### config.mk
export PLATFORM = sky130hd
export DESIGN_NAME = matrix_route_ctrl
export DESIGN_NICKNAME = d
export VERILOG_FILES = /design/src/rtl/matrix_route_ctrl.sv
export SDC_FILE = /design/constraint.sdc
export NUM_CORES = 1
export LEC_CHECK = 0
export CORE_MARGIN = 2
export CORE_UTILIZATION = 34
export CTS_CLUSTER_DIAMETER = 40
export DETAILED_ROUTE_END_ITERATION = 8
export SYNTH_ARGS = -nofsm -noshare
export SYNTH_HDL_FRONTEND = slang
export SYNTH_SLANG_ARGS = --single-unit
export TNS_END_PERCENT = 20
### constraint.sdc
create_clock -name clk -period 11.6 [get_ports clk]
set_clock_uncertainty 0.1 [all_clocks]
set_input_delay 3.48 -clock clk [delete_from_list [all_inputs] [get_ports clk]]
set_output_delay 3.48 -clock clk [all_outputs]
set_load 0.05 [all_outputs]
### src/rtl/matrix_route_ctrl.sv
// Command-stream front-end for the audio routing matrix: byte commands edit a
// shadow selection bank that is copied to the active bank on a sample tick.
module matrix_route_ctrl #(
  parameter int NOUT = 12,
  parameter int NSRC = 12,
  parameter int SELW = 4
) (
  input  logic                 clk,
  input  logic                 rst,
  input  logic [7:0]           in_data,
  input  logic                 in_valid,
  output logic                 in_ready,
  input  logic                 sample_tick,
  output logic [NOUT*SELW-1:0] sel_flat,
  output logic                 pending,
  output logic                 commit_done,
  output logic                 err,
  output logic [7:0]           err_count
);

  typedef enum logic [1:0] {
    S_IDLE      = 2'd0,
    S_ARG       = 2'd1,
    S_WAIT_TICK = 2'd2
  } state_t;

  localparam logic [3:0] OP_SET    = 4'h1;
  localparam logic [3:0] OP_COMMIT = 4'h2;
  localparam logic [3:0] OP_CLEAR  = 4'h3;
  localparam logic [3:0] OP_REVERT = 4'h4;

  state_t                state_q, state_d;
  logic [3:0]            idx_q, idx_d;
  logic [NOUT*SELW-1:0]  shadow_q, shadow_d;
  logic [NOUT*SELW-1:0]  active_q, active_d;
  logic                  pending_q, pending_d;
  logic                  commit_done_q, commit_done_d;
  logic                  err_q, err_d;
  logic [7:0]            err_count_q, err_count_d;

  logic       accept;
  logic [3:0] opcode;
  logic [3:0] arg;
  logic       idx_ok;
  logic       src_ok;

  // Ready depends only on the state register; the bridge may hold a byte
  // across the whole wait for a tick.
  assign in_ready = (state_q != S_WAIT_TICK);
  assign accept   = in_valid && in_ready;
  assign opcode   = in_data[7:4];
  assign arg      = in_data[3:0];
  assign idx_ok   = (idx_q != 4'd0) && (int'(idx_q) <= NOUT);
  assign src_ok   = (int'(arg) <= NSRC);

  always_comb begin
    state_d       = state_q;
    idx_d         = idx_q;
    shadow_d      = shadow_q;
    active_d      = active_q;
    commit_done_d = 1'b0;
    err_d         = 1'b0;

    case (state_q)
      S_IDLE: begin
        if (accept) begin
          case (opcode)
            OP_SET: begin
              idx_d   = arg;
              state_d = S_ARG;
            end
            OP_COMMIT: state_d  = S_WAIT_TICK;
            OP_CLEAR:  shadow_d = '0;
            OP_REVERT: shadow_d = active_q;
            default:   err_d    = 1'b1;
          endcase
        end
      end
      S_ARG: begin
        if (accept) begin
          state_d = S_IDLE;
          if (idx_ok && src_ok) begin
            for (int k = 0; k < NOUT; k++) begin
              if (int'(idx_q) == k + 1) begin
                shadow_d[k*SELW +: SELW] = SELW'(arg);
              end
            end
          end else begin
            err_d = 1'b1;
          end
        end
      end
      S_WAIT_TICK: begin
        // Whole-bank copy in one edge so no sample sees a partial re-patch.
        if (sample_tick) begin
          active_d      = shadow_q;
          commit_done_d = 1'b1;
          state_d       = S_IDLE;
        end
      end
      default: state_d = S_IDLE;
    endcase

    pending_d   = (state_d == S_WAIT_TICK);
    err_count_d = (err_d && (err_count_q != 8'hFF)) ? err_count_q + 8'd1 : err_count_q;
  end

  always_ff @(posedge clk or posedge rst) begin
    if (rst) begin
      state_q       <= S_IDLE;
      idx_q         <= '0;
      shadow_q      <= '0;
      active_q      <= '0;
      pending_q     <= 1'b0;
      commit_done_q <= 1'b0;
      err_q         <= 1'b0;
      err_count_q   <= '0;
    end else begin
      state_q       <= state_d;
      idx_q         <= idx_d;
      shadow_q      <= shadow_d;
      active_q      <= active_d;
      pending_q     <= pending_d;
      commit_done_q <= commit_done_d;
      err_q         <= err_d;
      err_count_q   <= err_count_d;
    end
  end

  assign sel_flat    = active_q;
  assign pending     = pending_q;
  assign commit_done = commit_done_q;
  assign err         = err_q;
  assign err_count   = err_count_q;

endmodule

**Yosys cells after proc, flatten, opt, wreduce, memory -nomap -nowiden**

Index checks and enable logic that the tools add are counted.

- ROM bits: 0
- Bits in registers: 113
- RAM bits: 0
- Latch bits: 0
- Output and inout bits: 60
- Logic and storage cells: 110
- Input bits: 12
- Memories kept: 0

- Shift-type cells: 0
- Add/subtract/negate cells: 1
- $mul: 0
- Reduce and logical (&&, ||, !) cells: 22
- Bitwise operators: 0
- Div/mod/pow operators: 0
- Eq/ne operators: 37
- Magnitude comparators: 2
- Multiplexer cells: 29

Operators by type and width:

| kind | number |
|---|---|
| 48-bit case mux with 2 select lines | 2 |
| 48-bit two-way mux | 3 |
| 6-bit AND reduction | 12 |
| 4-bit two-way mux | 12 |
| 4-bit equality test (second input constant) | 8 |
| 2-bit inequality test (second input constant) | 16 |
| 4-bit by 3-bit equality test with 1-bit output (second input constant) | 4 |
| 4-bit by 2-bit equality test with 1-bit output (second input constant) | 3 |
| 8-bit by 1-bit adder with 8-bit output (second input constant) | 1 |
| 4-bit <= comparator (second input constant) | 2 |
| 8-bit inequality test (second input constant) | 1 |
| 1-bit two-way mux | 6 |
| 2-bit two-way mux | 3 |
| 2-bit case mux with 3 select lines | 1 |
| 2-bit equality test (second input constant) | 2 |
| 4-bit by 1-bit equality test with 1-bit output (second input constant) | 1 |
| 1-bit logical AND | 4 |
| 2-bit case mux with 2 select lines | 1 |
| 4-bit nonzero test | 1 |
| 4-bit OR reduction | 1 |
| 3-bit by 1-bit inequality test with 1-bit output (second input constant) | 1 |
| 3-bit AND reduction | 1 |
| 2-bit by 1-bit equality test with 1-bit output (second input constant) | 1 |
| 2-bit zero test | 1 |
| other kinds (3) | 3 |

**Logic depth before layout (Yosys ltp)**

Gate-level depths: netlist of the first run.

- Depth after elaboration: 7
- Mapped depth: 8
- Depth with buffers taken out: 6

**Least setup slack after synthesis of the first run**

Ideal clock, no wire load.

- Path type: input to register
- From: input in_data[4]
- To: register shadow_q[10]
- Path buffers: 1
- Data arrival time: 4803 ps
- Library setup time: 79 ps
- Path slack: 6617 ps
- Required time: 11421 ps
- Stages on the path: 6
- Path through: or3b_1 > a21oi_2 > o211ai_4 > buf_12 > nor3_4 > mux2i_1

- Cells in the longest elaborated chain, start to end: 4
- Elaborated cells between the ends (all ways): 7
- Those cells by class: 3 x eq/ne; 3 x mux; 1 x reduce/logical

RTL lines:

| item | line | text |
|---|---|---|
| start: declaration | 10 | `input logic [7:0] in_data,` |
| 4-bit by 3-bit equality test with 1-bit output / 4-bit by 2-bit equality test with 1-bit output (equally long branches) | 67 | `case (opcode)` |
| 48-bit case mux with 2 select lines | 67 |  |
| 48-bit two-way mux | 66 | `if (accept) begin` |
| 48-bit case mux with 2 select lines | 64 | `case (state_q)` |
| end signal: assignment | 121 | `shadow_q <= shadow_d;` |
| end: declaration | 34 | `logic [NOUT*SELW-1:0] shadow_q, shadow_d;` |

Several ways; a longest one is shown, not always the timed one. The select of a mux whose other input is x is not followed.
A chain may end at the register's enable or synchronous reset.

**Worst setup path in the final report of the first run**

- From: register state_q[0]
- To: output in_ready

- Cells in the longest elaborated chain, start to end: 1

RTL lines:

| item | line | text |
|---|---|---|
| start: declaration | 32 | `state_t state_q, state_d;` |
| start signal: assignment | 119 | `state_q <= state_d;` |
| 2-bit inequality test | 49 | `assign in_ready = (state_q != S_WAIT_TICK);` |
| end: declaration | 12 | `output logic in_ready,` |

Every way passes these cells.

==> results of run 1 <==
[per-stage QoR]
step	hold slack [ns]	power, mW	utilization [%]
2_1_floorplan	0.3839	0.8711	-
3_3_place_gp	0.3935	1.035	40.72
3_5_place_dp	0.3999	1.045	40.72
4_1_cts	0.4145	1.628	45.22
5_1_grt	0.4281	1.684	45.22
6_report	0.4075	1.613	45.22
[kinds of logic after synthesis]
| logic type | after synthesis |
|---|---|
| compound gates | 124 |
| mux | 55 |
| xor+xnor | 4 |
| flops | 113 |
| buf+inv | 73 |
| fa+ha+maj | 1 |
| simple gates | 103 |
[tightest hold or removal path, delay by kind of cell, from the launching register on]
kind / cells / cell delay [ns]
simple gates: 1 / 0.05
flops: 1 / 0.36
compound gates: 1 / 0.06
[state kept, by name, summed over array words and instances, names as in the netlist]
name         cells
err              1
pending          1
idx_q            4
state_q          2
err_count        8
commit_done      1
shadow_q        48
sel_flat        48
[cell usage in the layout, fill, tap and decap left out, drive strengths merged, types with 7 or more instances in the layout]
| cell | count |
|---|---|
| a21oi | 62 |
| clkbuf | 22 |
| clkdlybuf4s50 | 71 |
| dfrtp | 113 |
| inv | 50 |
| mux2 | 7 |
| mux2i | 48 |
| nand2 | 50 |
| nor3 | 14 |
| o21ai | 49 |
[routing by layer]
layer	part of all wire (%)	routed length, µm
met1	48	5598
met2	46	5406
met3	4.7	552
met4	1.6	186
met5	0	0
[where the power goes]
| part | internal, mW | switching (mW) |
|---|---|---|
| Clock | 0.397 | 0.180 |
| Combinational | 0.157 | 0.323 |
| Sequential | 0.481 | 0.0743 |
[area by class of cell]
class,count,area [µm²]
Inverter,50,190.2
Fill cell,1371,7961
Sequential cell,113,2828
Timing Repair Buffer,75,740.7
Clock inverter,10,180.2
Clock buffer,22,474.2
Tap cell,184,230.2
Multi-Input combinational cell,287,1929
[final timing paths]
path | from | to | slack (ns)
max in group asynchronous | rst | sel_flat[21] | 6.79
worst max register to register | state_q[1] | err_count[7] | 9.29
min in group asynchronous | rst | sel_flat[45] | 3.47
worst min register to register | sel_flat[22] | sel_flat[22] | 0.41
worst max-delay path | state_q[0] | in_ready | 6.14
worst min-delay path | sel_flat[22] | sel_flat[22] | 0.41
==> impl_metrics.json, run 1 <==
{
  "ys_ff_latch": 113,
  "cts_tree": "yes",
  "synthFlopType": "dfrtp_1",
  "grt_remaining_overflow": 0,
  "final_nets": 557,
  "holdBufCountCts": 0,
  "ctsResizeCount": 0,
  "syn_nets": 486,
  "max-vdd-ir-drop_v": 0.00009018,
  "tightest_slew_ns": 0.9311,
  "drt-pass1-iter-count": 4,
  "numCtsBuffers": 17,
  "min_path_type": "flip-flop to flip-flop",
  "use_met1_pct": 21.52,
  "synth_area_um2": 5057,
  "die_x_um": 126.0,
  "crit_fanout": 9,
  "placed_area_um2": 5918,
  "setup_tns_ns": 0,
  "power_density_nw_per_um2": 245.4,
  "muxShareOfSynthArea_pct": 11.06,
  "clock_latency_ns": 0.41,
  "yosysSeqAreaShare_pct": 55.91,
  "syn_avg_cell_area_um2": 10.69,
  "place_worst_setup_slack_ns": 5.734,
  "slew_headroom_pct": 37.63,
  "finalSetupViolations": 0,
  "synth_top_family_by_area": "compound AO/OA/AOI/OAI gates",
  "cts_sinks": 113,
  "antenna_left": 0,
  "post-cts-setup-buffers": 0,
  "max_freq_ghz": 0.1830,
  "globalRouteMet2Util_pct": 23.34,
  "crit_type": "flip-flop to output port",
  "path_cells": "nand2b_1 -> clkdlybuf4s50_1",
  "cp-start-kind": "flip-flop",
  "synthTopCellsByArea": "dfrtp_1 56%, mux2i_1 9.5%, a21oi_1 6.0%",
  "stdcell_count": 741,
  "synth_common_cells": "113 x dfrtp_1, 61 x a21oi_1, 50 x inv_1, 50 x nand2_1",
  "synth_compound_area_share_pct": 13.66,
  "use_met3_pct": 4.503,
  "start_util_pct": 34.80,
  "async_reset_ff_share_pct": 100.0,
  "postRouteWirelength_um": 11740,
  "min_period_over_period_pct": 47.11,
  "whs_path_depth": 2,
  "fin_area_um2": 6573,
  "period_minus_slack_ns": 5.465,
  "grt_pass1_vias": 3705,
  "core_area_um2": 14530,
  "drtIter0Drc": 227,
  "drive_gt1_share_pct": 10.59,
  "vias": 3598,
  "path_clk_slew_ns": 0.05,
  "dp_cells": 709,
  "finalWorstSetupSlack_ns": 6.135,
  "yosys.area_share.simple_pct": 12.39,
  "slew_viol_final": 0,
  "clock_path_buffers": 2,
  "synth_top_cell_area_share_pct": 55.91,
  "dpl.hpwl_um": 7537,
  "outcome": "finished clean",
  "p_leak_nw": 2.725,
  "cpPeakStageDelay_ns": 0.80,
  "n_antenna_cell": 0,
  "htreeDepth": 4,
  "place_congestion": 0.7652,
  "finalHoldViolCount": 0,
  "die-height_um": 126.0,
  "synth-edff-count": 0,
  "synth_xor_area_share_pct": 0.6927,
  "cp.required_ns": 8.02,
  "root_buffer": "clkbuf_16",
  "drc": 0,
  "wl_per_cell_um": 15.85,
  "path_buf_inv": 1,
  "synthCells": 473,
  "crit_family": "buffers and inverters",
  "busiest_layer": "met2",
  "dieArea_um2": 15870,
  "ff2ff_path_depth": 5,
  "num_rows": 44,
  "antenna_found_initial": 0,
  "cp.depth": 2,
  "yosysWarnings": 0,
  "io_pins": 72,
  "critPathSlowestCell": "clkdlybuf4s50_1",
  "synth.most_common_cell": "dfrtp_1",
  "grt_pass1_wl_um": 19380,
  "grt_max_degree": 98,
  "io_buffers": 71,
  "grtUsageTotal_pct": 15.61,
  "synth_top_area_cell": "dfrtp_1",
  "yosys.area_share.adder_pct": 0.2474,
  "vias_per_cell": 4.856,
  "arrival_ns": 1.88,
  "cap_violations": 0,
  "areaGrowthSynthToFinish_pct": 29.96,
  "rsz0062_at_grt": "no",
  "crit_path_end_kind": "output port",
  "ys_types": 40
}
Note: power is estimated with default switching activity, not from simulation.
==> run 2: changes to the inputs <==
==> constraint.sdc (replaced) <==
create_clock -name clk -period 5.4 [get_ports clk]
set_clock_uncertainty 0.1 [all_clocks]
set_input_delay 1.62 -clock clk [delete_from_list [all_inputs] [get_ports clk]]
set_output_delay 1.62 -clock clk [all_outputs]
set_load 0.05 [all_outputs]
==> run 2 against run 1 <==
Flip-flop and latch count unchanged. Core utilization decreased by 0.66 points. Worst setup slack got worse by 4.3 ns. Critical path type unchanged. Largest power group is now registers. Highest routed layer unchanged.
==> impl_metrics.json, run 2 (synthesized netlist as in run 1, its figures left out) <==
{
  "outcome": "finished clean",
  "dieArea_um2": 15870,
  "rsz0062_at_grt": "no",
  "grt_remaining_overflow": 0,
  "grt_pass1_vias": 3719,
  "final_nets": 558,
  "drc": 0,
  "power_density_nw_per_um2": 503.5,
  "dp_cells": 710,
  "cts_sinks": 113,
  "multi_input_area_um2": 1929,
  "n_antenna_cell": 0,
  "placed_area_um2": 5926,
  "crit_type": "flip-flop to output port",
  "grt_pass1_wl_um": 19310,
  "cap_violations": 0,
  "cpPeakStageDelay_ns": 0.79,
  "fin_area_um2": 6476,
  "dpl.hpwl_um": 7463,
  "fillCellCount": 1416,
  "slew_headroom_pct": 36.96,
  "layout_commonest_cell": "dfrtp_1",
  "p_sw_mw": 1.215,
  "cp.required_ns": 3.68,
  "num_rows": 44,
  "min_period_over_period_pct": 66.66,
  "ctsResizeCount": 0,
  "drive_gt1_share_pct": 10.23,
  "tightest_slew_ns": 0.9410,
  "io_pins": 72,
  "min_path_type": "flip-flop to flip-flop",
  "finalHoldViolCount": 0,
  "core_area_um2": 14530,
  "p_leak_nw": 2.690,
  "clock_latency_ns": 0.41,
  "place_congestion": 0.7865,
  "start_util_pct": 34.80,
  "postRouteWirelength_um": 11720,
  "areaGrowthSynthToFinish_pct": 28.06,
  "max_freq_ghz": 0.2778,
  "arrival_ns": 1.88,
  "regArea_um2": 2828,
  "p_clk_share_pct": 31.8,
  "fin_util_pct": 44.56,
  "p_int_mw": 2.046,
  "htreeDepth": 4,
  "cts_tree": "yes",
  "power_frac_comb_pct": 31.6,
  "holdBufCountCts": 0,
  "antenna_left": 0,
  "place_worst_setup_slack_ns": 1.398,
  "period_minus_slack_ns": 3.600,
  "vias": 3575,
  "clock_path_buffers": 2,
  "stdcell_count": 741,
  "final_cell_mix": "113 x dfrtp_1, 71 x clkdlybuf4s50_1, 61 x a21oi_1",
  "wl_per_cell_um": 15.82,
  "setup_tns_ns": 0,
  "io_buffers": 71,
  "numCtsBuffers": 17,
  "drt-pass1-iter-count": 4,
  "antenna_found_initial": 0,
  "die_x_um": 126.0,
  "die-height_um": 126.0,
  "grtUsageTotal_pct": 15.52,
  "root_buffer": "clkbuf_16",
  "critPathSlowestCell": "clkdlybuf4s50_1",
  "path_cells": "nand2b_1 -> clkdlybuf4s50_1",
  "finalWorstSetupSlack_ns": 1.800,
  "p_seq_share_pct": 36.7,
  "drtIter0Drc": 213,
  "slew_viol_final": 0,
  "swShare_pct": 37.26,
  "post-cts-setup-buffers": 0,
  "grt_max_degree": 98,
  "max-vdd-ir-drop_v": 0.0002349,
  "vias_per_cell": 4.825,
  "crit_path_end_kind": "output port",
  "crit_fanout": 9,
  "path_buf_inv": 1,
  "cp-start-kind": "flip-flop",
  "finalSetupViolations": 0,
  "path_clk_slew_ns": 0.05,
  "crit_family": "buffers and inverters"
}
[run 2: cell types whose count changed in the layout (fill, tap and decap cells not counted), sizes merged]
cell and change:
buf +1, clkinv +2, clkbuf +3, clkinvlp -2
bufinv -4
[run 2: worst paths after layout]
check                        startpoint      endpoint  slack (ns)  depth (start not counted)
hold reg to reg            shadow_q[31]  shadow_q[31]        0.41                          2
setup reg to reg             state_q[0]  err_count[6]        3.12                          5
min in group asynchronous           rst   shadow_q[1]        1.68                          2
setup / recovery             state_q[0]      in_ready        1.80                          2
max in group asynchronous           rst           err        2.69                          3
hold / removal             shadow_q[31]  shadow_q[31]        0.41                          2
[run 2: worst reg2reg max path: cells and delay by family, from the launching register on]
kind	cells	cell delay, ns
AOI/OAI and AO/OA	2	0.64
and+or+nand+nor	2	0.60
DFF	1	0.49
muxes	1	0.33
[run 2: power groups by stage]
stage | registers, mW | logic [mW] | clock network, mW
floorplan | 1.62 | 0.253 | 0
global placement | 1.20 | 1.02 | 0
detailed placement | 1.21 | 1.04 | 0
CTS | 1.20 | 1.04 | 1.06
global route | 1.22 | 1.09 | 1.10
finish | 1.20 | 1.03 | 1.04
[run 2: cell type report]
cell class | instances | area share (%)
Clock inverter | 6 | 0.8501
Clock buffer | 25 | 7.651
Timing Repair Buffer | 76 | 11.55
Tap cell | 184 | 3.555
Multi-Input combinational cell | 287 | 29.79
Inverter | 50 | 2.937
Sequential cell | 113 | 43.66
[run 2: per-stage QoR]
stage          power (mW)  hold slack (ns)
2_1_floorplan       1.871           0.3839
3_3_place_gp        2.225           0.3941
3_5_place_dp        2.245           0.3997
4_1_cts             3.298           0.4159
5_1_grt             3.422           0.4243
6_report            3.261           0.4111
[run 2: routing by layer]
metal	track usage (%)	vias to the layer above	part of all wire [%]	wire length [µm]
li1	-	1746	-	-
met1	21.32	1751	49	5691
met2	23.66	70	46	5376
met3	5.183	8	4.6	539
met4	4.266	0	0.96	113
met5	0	-	0	0
==> edit 1: new RTL, config.mk and constraints of run 2 <==
Re-encode `state_t` (3 states) as one-hot, 3 bits wide.
--- a/src/rtl/matrix_route_ctrl.sv
+++ b/src/rtl/matrix_route_ctrl.sv
@@ -20,6 +20,6 @@
 
-  typedef enum logic [1:0] {
-    S_IDLE      = 2'd0,
-    S_ARG       = 2'd1,
-    S_WAIT_TICK = 2'd2
+  typedef enum logic [2:0] {
+    S_IDLE      = 3'b001,
+    S_ARG       = 3'b010,
+    S_WAIT_TICK = 3'b100
   } state_t;
Check against the original RTL: no difference found for any inputs over 4 cycles, from zero or initial values and one cycle with rst high; so few cycles prove little.
==> edit 1 against run 2 <==
Design area increased by 2.1%; core utilization increased by 0.96 points; highest routed layer unchanged; critical path depth increased by 5; largest cell class unchanged; critical path type is now in2reg; routed wire length up 0.17%; worst setup slack got worse by 280 ps; first-iteration DRC count is 2.8% higher; area after synthesis about the same; non-clock buffer count unchanged; sequential cell count up 1.
Power is not compared: it rests on default switching activity, and its combinational part moved more than twofold at a synthesized area within 25%.
==> edit 1: results (changes against run 2) <==
The flow ran to the end, and the final reports show no timing, DRC or antenna violations. The tools report the headroom to the max-slew limit as 41.0% (was 37.0%). The met3 layer usage reported by global route was 4.89% (was 5.18%); the maximum net fanout on the critical path was 38 (was 9). The logs give 2700 ps (was 3120 ps) for the worst-case register-to-register setup slack and 517 um (was 539 um) for the sum of met3 wire segment lengths after detailed routing. The number of cells on the worst reg-to-reg path works out to 6 (was 5). The largest net degree at the start of global routing came out at 70 (was 98). The sequential cell area fraction in the yosys report is 56.5% (was 55.9%), and the number of nets in the layout is 510 (was 558). Routed length on met2: 5.53 mm (was 5.38 mm). Post-synthesis adder-cell area fraction: 0.248% (was 0.247%). Fraction of met2 tracks used by global routing: 24.6% (was 23.7%). The worst slack at placement came out at 1070 ps (was 1400 ps). The via count came out at 3614 (was 3575). The routed length on met1 is 5.50 mm (was 5.69 mm).

Top post-synthesis cells by count: 113 x sky130_fd_sc_hd__dfrtp_1, 61 x sky130_fd_sc_hd__a21oi_1, 52 x sky130_fd_sc_hd__mux2_2 (was 113 x sky130_fd_sc_hd__dfrtp_1, 61 x sky130_fd_sc_hd__a21oi_1, 50 x sky130_fd_sc_hd__inv_1, 50 x sky130_fd_sc_hd__nand2_1). The number of violations reported at the end of detailed-routing iteration 0 came out at 219 (was 213). The run gives 15.8% (was 15.5%) as the total routing usage reported by global routing.

The run gives 49 (was 40) as the unique cell type count in the Yosys netlist. The wire length of the first global-routing pass is 19.6 mm (was 19.3 mm). Critical path startpoint: in_data[5] (was state_q[0]). Data arrival time at the worst-slack endpoint: 4050 ps (was 1880 ps). The startpoint of the worst register-to-register path is state_q[0] (unchanged).

The logs give 1389 (was 1416) for the number of inserted filler cells in the final layout and 20.4% (was 21.3%) for the met1 track utilization from global routing. The family of cells with the greatest summed delay on the critical path was simple AND/OR/NAND/NOR gates (was buffers and inverters). The largest incremental delay on the critical path was 560 ps (was 790 ps); the placer's final routability congestion estimate was 0.740 (was 0.787).

The wire length per cell after detailed routing is 16.9 um (was 15.8 um). Largest cells by area after synthesis: sky130_fd_sc_hd__dfrtp_1 56%, sky130_fd_sc_hd__mux2_2 12%, sky130_fd_sc_hd__a21oi_1 6.0% (was sky130_fd_sc_hd__dfrtp_1 56%, sky130_fd_sc_hd__mux2i_1 9.5%, sky130_fd_sc_hd__a21oi_1 6.0%). The synthesized netlist net count was 440 (was 486); the proportion of synthesized area in mux cells was 14.5% (was 11.1%). The post-synthesis xor/xnor area fraction works out to 1.21% (was 0.693%).
==> edit 1: changes by cell type after synthesis, sizes merged, moves of 6 or more <==
| cell | delta |
|---|---|
| mux2 | +47 |
| clkbuf | -6 |
| nand2 | -45 |
| nor3 | -12 |
| buf | +8 |
| inv | -35 |
| o21ai | -14 |
| mux2i | -36 |
| nor2 | +11 |
| o31ai | +32 |
==> edit 1: worst min path at each step <==
stage,startpoint,end
floorplan,shadow_q[4],shadow_q[4]
global placement,shadow_q[39],shadow_q[39]
detailed placement,shadow_q[5],shadow_q[5]
CTS,shadow_q[5],shadow_q[5]
global route,shadow_q[15],sel_flat[15]
finish,shadow_q[4],shadow_q[4]
==> edit 1: area by class of cell <==
| cell class | instances | area share (%) |
|---|---|---|
| clock inverters | 9 | 2.99 |
| multi-input cells | 273 | 30.7 |
| clock buffers | 23 | 7.53 |
| flip-flops and latches | 114 | 43.1 |
| inverters | 15 | 0.889 |
| repair buffers | 76 | 11.3 |
| well taps | 184 | 3.48 |
==> edit 1: where the power goes <==
part | total [W] | internal (W) | switching [W] | leakage, nW
sequential | 0.000954 | 0.000899 | 0.0000545 | 1.56
combinational | 0.000286 | 0.000103 | 0.000184 | 0.946
clock | 0.00130 | 0.000925 | 0.000380 | 0.339
==> edit 1: stage by stage <==
| step | hold slack (ps) | instances | cell area, um^2 |
|---|---|---|---|
| 5_1_grt | 411 | 694 | 6620 |
| 2_1_floorplan | 352 | 427 | 5050 |
| 4_1_cts | 394 | 694 | 6620 |
| 3_3_place_gp | 367 | 662 | 5920 |
| 3_5_place_dp | 382 | 662 | 5920 |
| 6_report | 391 | 694 | 6620 |
==> edit 2: new RTL, settings of run 2 <==
Without the edit above. Change the parameter `NOUT` from 12 to 14.
--- a/src/rtl/matrix_route_ctrl.sv
+++ b/src/rtl/matrix_route_ctrl.sv
@@ -3,3 +3,3 @@
 module matrix_route_ctrl #(
-  parameter int NOUT = 12,
+  parameter int NOUT = 14,
   parameter int NSRC = 12,
Ports: changed (resized sel_flat); port bits go from 72 to 80. No check against the original RTL was run, so the function may have changed too.
==> edit 2 against run 2 <==
Total power increased by 14%; routed wire length grew 13%; critical path depth did not move; combinational power increased by 7%; synthesized cell count is 17% higher; area after synthesis increased by 9.7%; die area rose by 9.4%; count of clock-buffer cells in the layout is 5 lower; design area up 11%; non-clock buffer count increased by 9; via count grew 17%; worst setup slack lost 73 ps; sequential cell count up 16; critical path type unchanged; largest power group unchanged.
==> edit 2: results (changes against run 2) <==
The run finished with clean final reports. The run gives 856 (was 741) as the final non-filler cell total. The average cell area after synthesis works out to 10.0 um^2 (was 10.7 um^2). Wire length of the first global-routing pass: 21.7 mm (was 19.3 mm). The tools report the number of inserted filler cells in the final layout as 1505 (was 1416).

Via count: 4175 (was 3575). The tools report the number of nets in the layout as 640 (was 558). The tools report the worst hold path endpoint as sel_flat[41] (was shadow_q[31]). After clock tree synthesis, the clock-pin slew on the worst setup and hold paths is 60 ps.

The synthesized netlist net count was 567 (was 486); the actual transition at the worst max-transition pin was 1110 ps (was 941 ps). The highest ir drop seen on vdd came out at 0.240 mV (was 0.235 mV). The number of instances in the placed design came out at 824 (was 710). For the net switching power, the log shows 0.00134 W (was 0.00121 W). Top post-synthesis cells by count: 129 x sky130_fd_sc_hd__dfrtp_1, 90 x sky130_fd_sc_hd__nand2_1, 69 x sky130_fd_sc_hd__o21ai_0 (was 113 x sky130_fd_sc_hd__dfrtp_1, 61 x sky130_fd_sc_hd__a21oi_1, 50 x sky130_fd_sc_hd__inv_1, 50 x sky130_fd_sc_hd__nand2_1). The number of buffers between clock root and the deepest sink was 2 (unchanged); the half-perimeter wire length of the detailed placement result was 8.99 mm (was 7.46 mm).

The logs give 0 (unchanged) for the initial antenna violation count and 4103 (was 3719) for the via count of the first global-routing pass. The cell area after placement is 6540 um^2 (was 5930 um^2). For the number of violations reported at the end of detailed-routing iteration 0, the log shows 445 (was 213). The total wirelength of the detailed-routed design was 13.3 mm (was 11.7 mm). The start point of the worst hold path was shadow_q[41] (was shadow_q[31]).

The unique cell type count in the Yosys netlist was 42 (was 40). The end of the worst register-to-register path is shadow_q[55] (was err_count[6]). The number of cells on the worst reg-to-reg path came out at 4 (was 5). The total routing usage reported by global routing was 15.7% (was 15.5%); the iteration count of the initial detailed-routing pass was 5 (was 4).

The placer's final routability congestion estimate is 0.799 (was 0.787), and the number of input and output port buffers inserted is 79 (was 71). The tools report the largest net degree at the start of global routing as 77 (was 98). Largest cells by area after synthesis: sky130_fd_sc_hd__dfrtp_1 58%, sky130_fd_sc_hd__mux2i_1 7.4%, sky130_fd_sc_hd__o21ai_0 6.2% (was sky130_fd_sc_hd__dfrtp_1 56%, sky130_fd_sc_hd__mux2i_1 9.5%, sky130_fd_sc_hd__a21oi_1 6.0%). The data arrival time at the worst-slack endpoint was 1950 ps (was 1880 ps). The tools report the number of buffers inserted during clock tree synthesis as 17 (unchanged). Cell leakage power: 3.14 nW (was 2.69 nW).

The sequential cell area fraction in the yosys report is 58.2% (was 55.9%). The fraction of final layout cells sized beyond drive strength 1 was 10.0% (was 10.2%); the worst-case register-to-register setup slack was 2710 ps (was 3120 ps). Number of stages on the worst hold path: 2 (unchanged).
[edit 2: per-stage QoR]
stage | worst slack [ps] | hold WS, ps | util (%)
2_1_floorplan | 239 | 332 | -
3_3_place_gp | 1640 | 354 | 41.0
3_5_place_dp | 1590 | 359 | 41.0
4_1_cts | 1690 | 373 | 45.1
5_1_grt | 1660 | 387 | 45.1
6_report | 1730 | 372 | 45.1
[edit 2: layout make-up]
cell class,instances,area (um^2),share of cell area (%)
clock inverters,12,204,2.84
well taps,216,270,3.76
flip-flops and latches,129,3230,44.9
clock buffers,20,447,6.21
multi-input cells,350,2020,28.2
repair buffers,85,848,11.8
inverters,44,168,2.33
[edit 2: how the worst max path moves through the flow]
stage,from,to,slack [ps]
floorplan,rst,commit_done,240
global placement,in_data[6],shadow_q[47],1640
detailed placement,in_data[6],shadow_q[0],1590
CTS,state_q[0],in_ready,1690
global route,state_q[0],in_ready,1660
finish,state_q[0],in_ready,1730
[edit 2: cells by family (layout without fill, tap and decap cells)]
family | Yosys count | in the layout | synth area share (%)
buffers and inverters | 75 | 161 | 5.46
AO/OA/AOI/OAI | 152 | 152 | 14.9
flip-flops | 129 | 129 | 58.2
adder cells (fa/ha/maj) | 1 | 1 | 0.225
XOR/XNOR | 6 | 6 | 0.947
AND/OR/NAND/NOR | 145 | 145 | 11.9
multiplexers | 46 | 46 | 8.41
[edit 2: power by group through the flow]
stage | clock, W | sequential [W] | combinational (W)
floorplan | 0 | 0.00180 | 0.000281
global placement | 0 | 0.00137 | 0.00108
detailed placement | 0 | 0.00137 | 0.00110
CTS | 0.00128 | 0.00136 | 0.00111
global route | 0.00134 | 0.00139 | 0.00117
finish | 0.00126 | 0.00136 | 0.00110
[edit 2: routing by layer]
layer	vias up	share of wire, %	GRT usage, %
met5	-	0	0
met4	0	0.87	4.53
met3	8	4.8	5.00
met2	117	49	25.4
met1	2047	46	20.4
li1	2003	-	-
[edit 2: worst max-delay path, stage by stage (launching register included)]
cell and delay [ps]:
sky130_fd_sc_hd__dfrtp_1 550, sky130_fd_sc_hd__nand2b_1 180, sky130_fd_sc_hd__clkdlybuf4s50_1 810
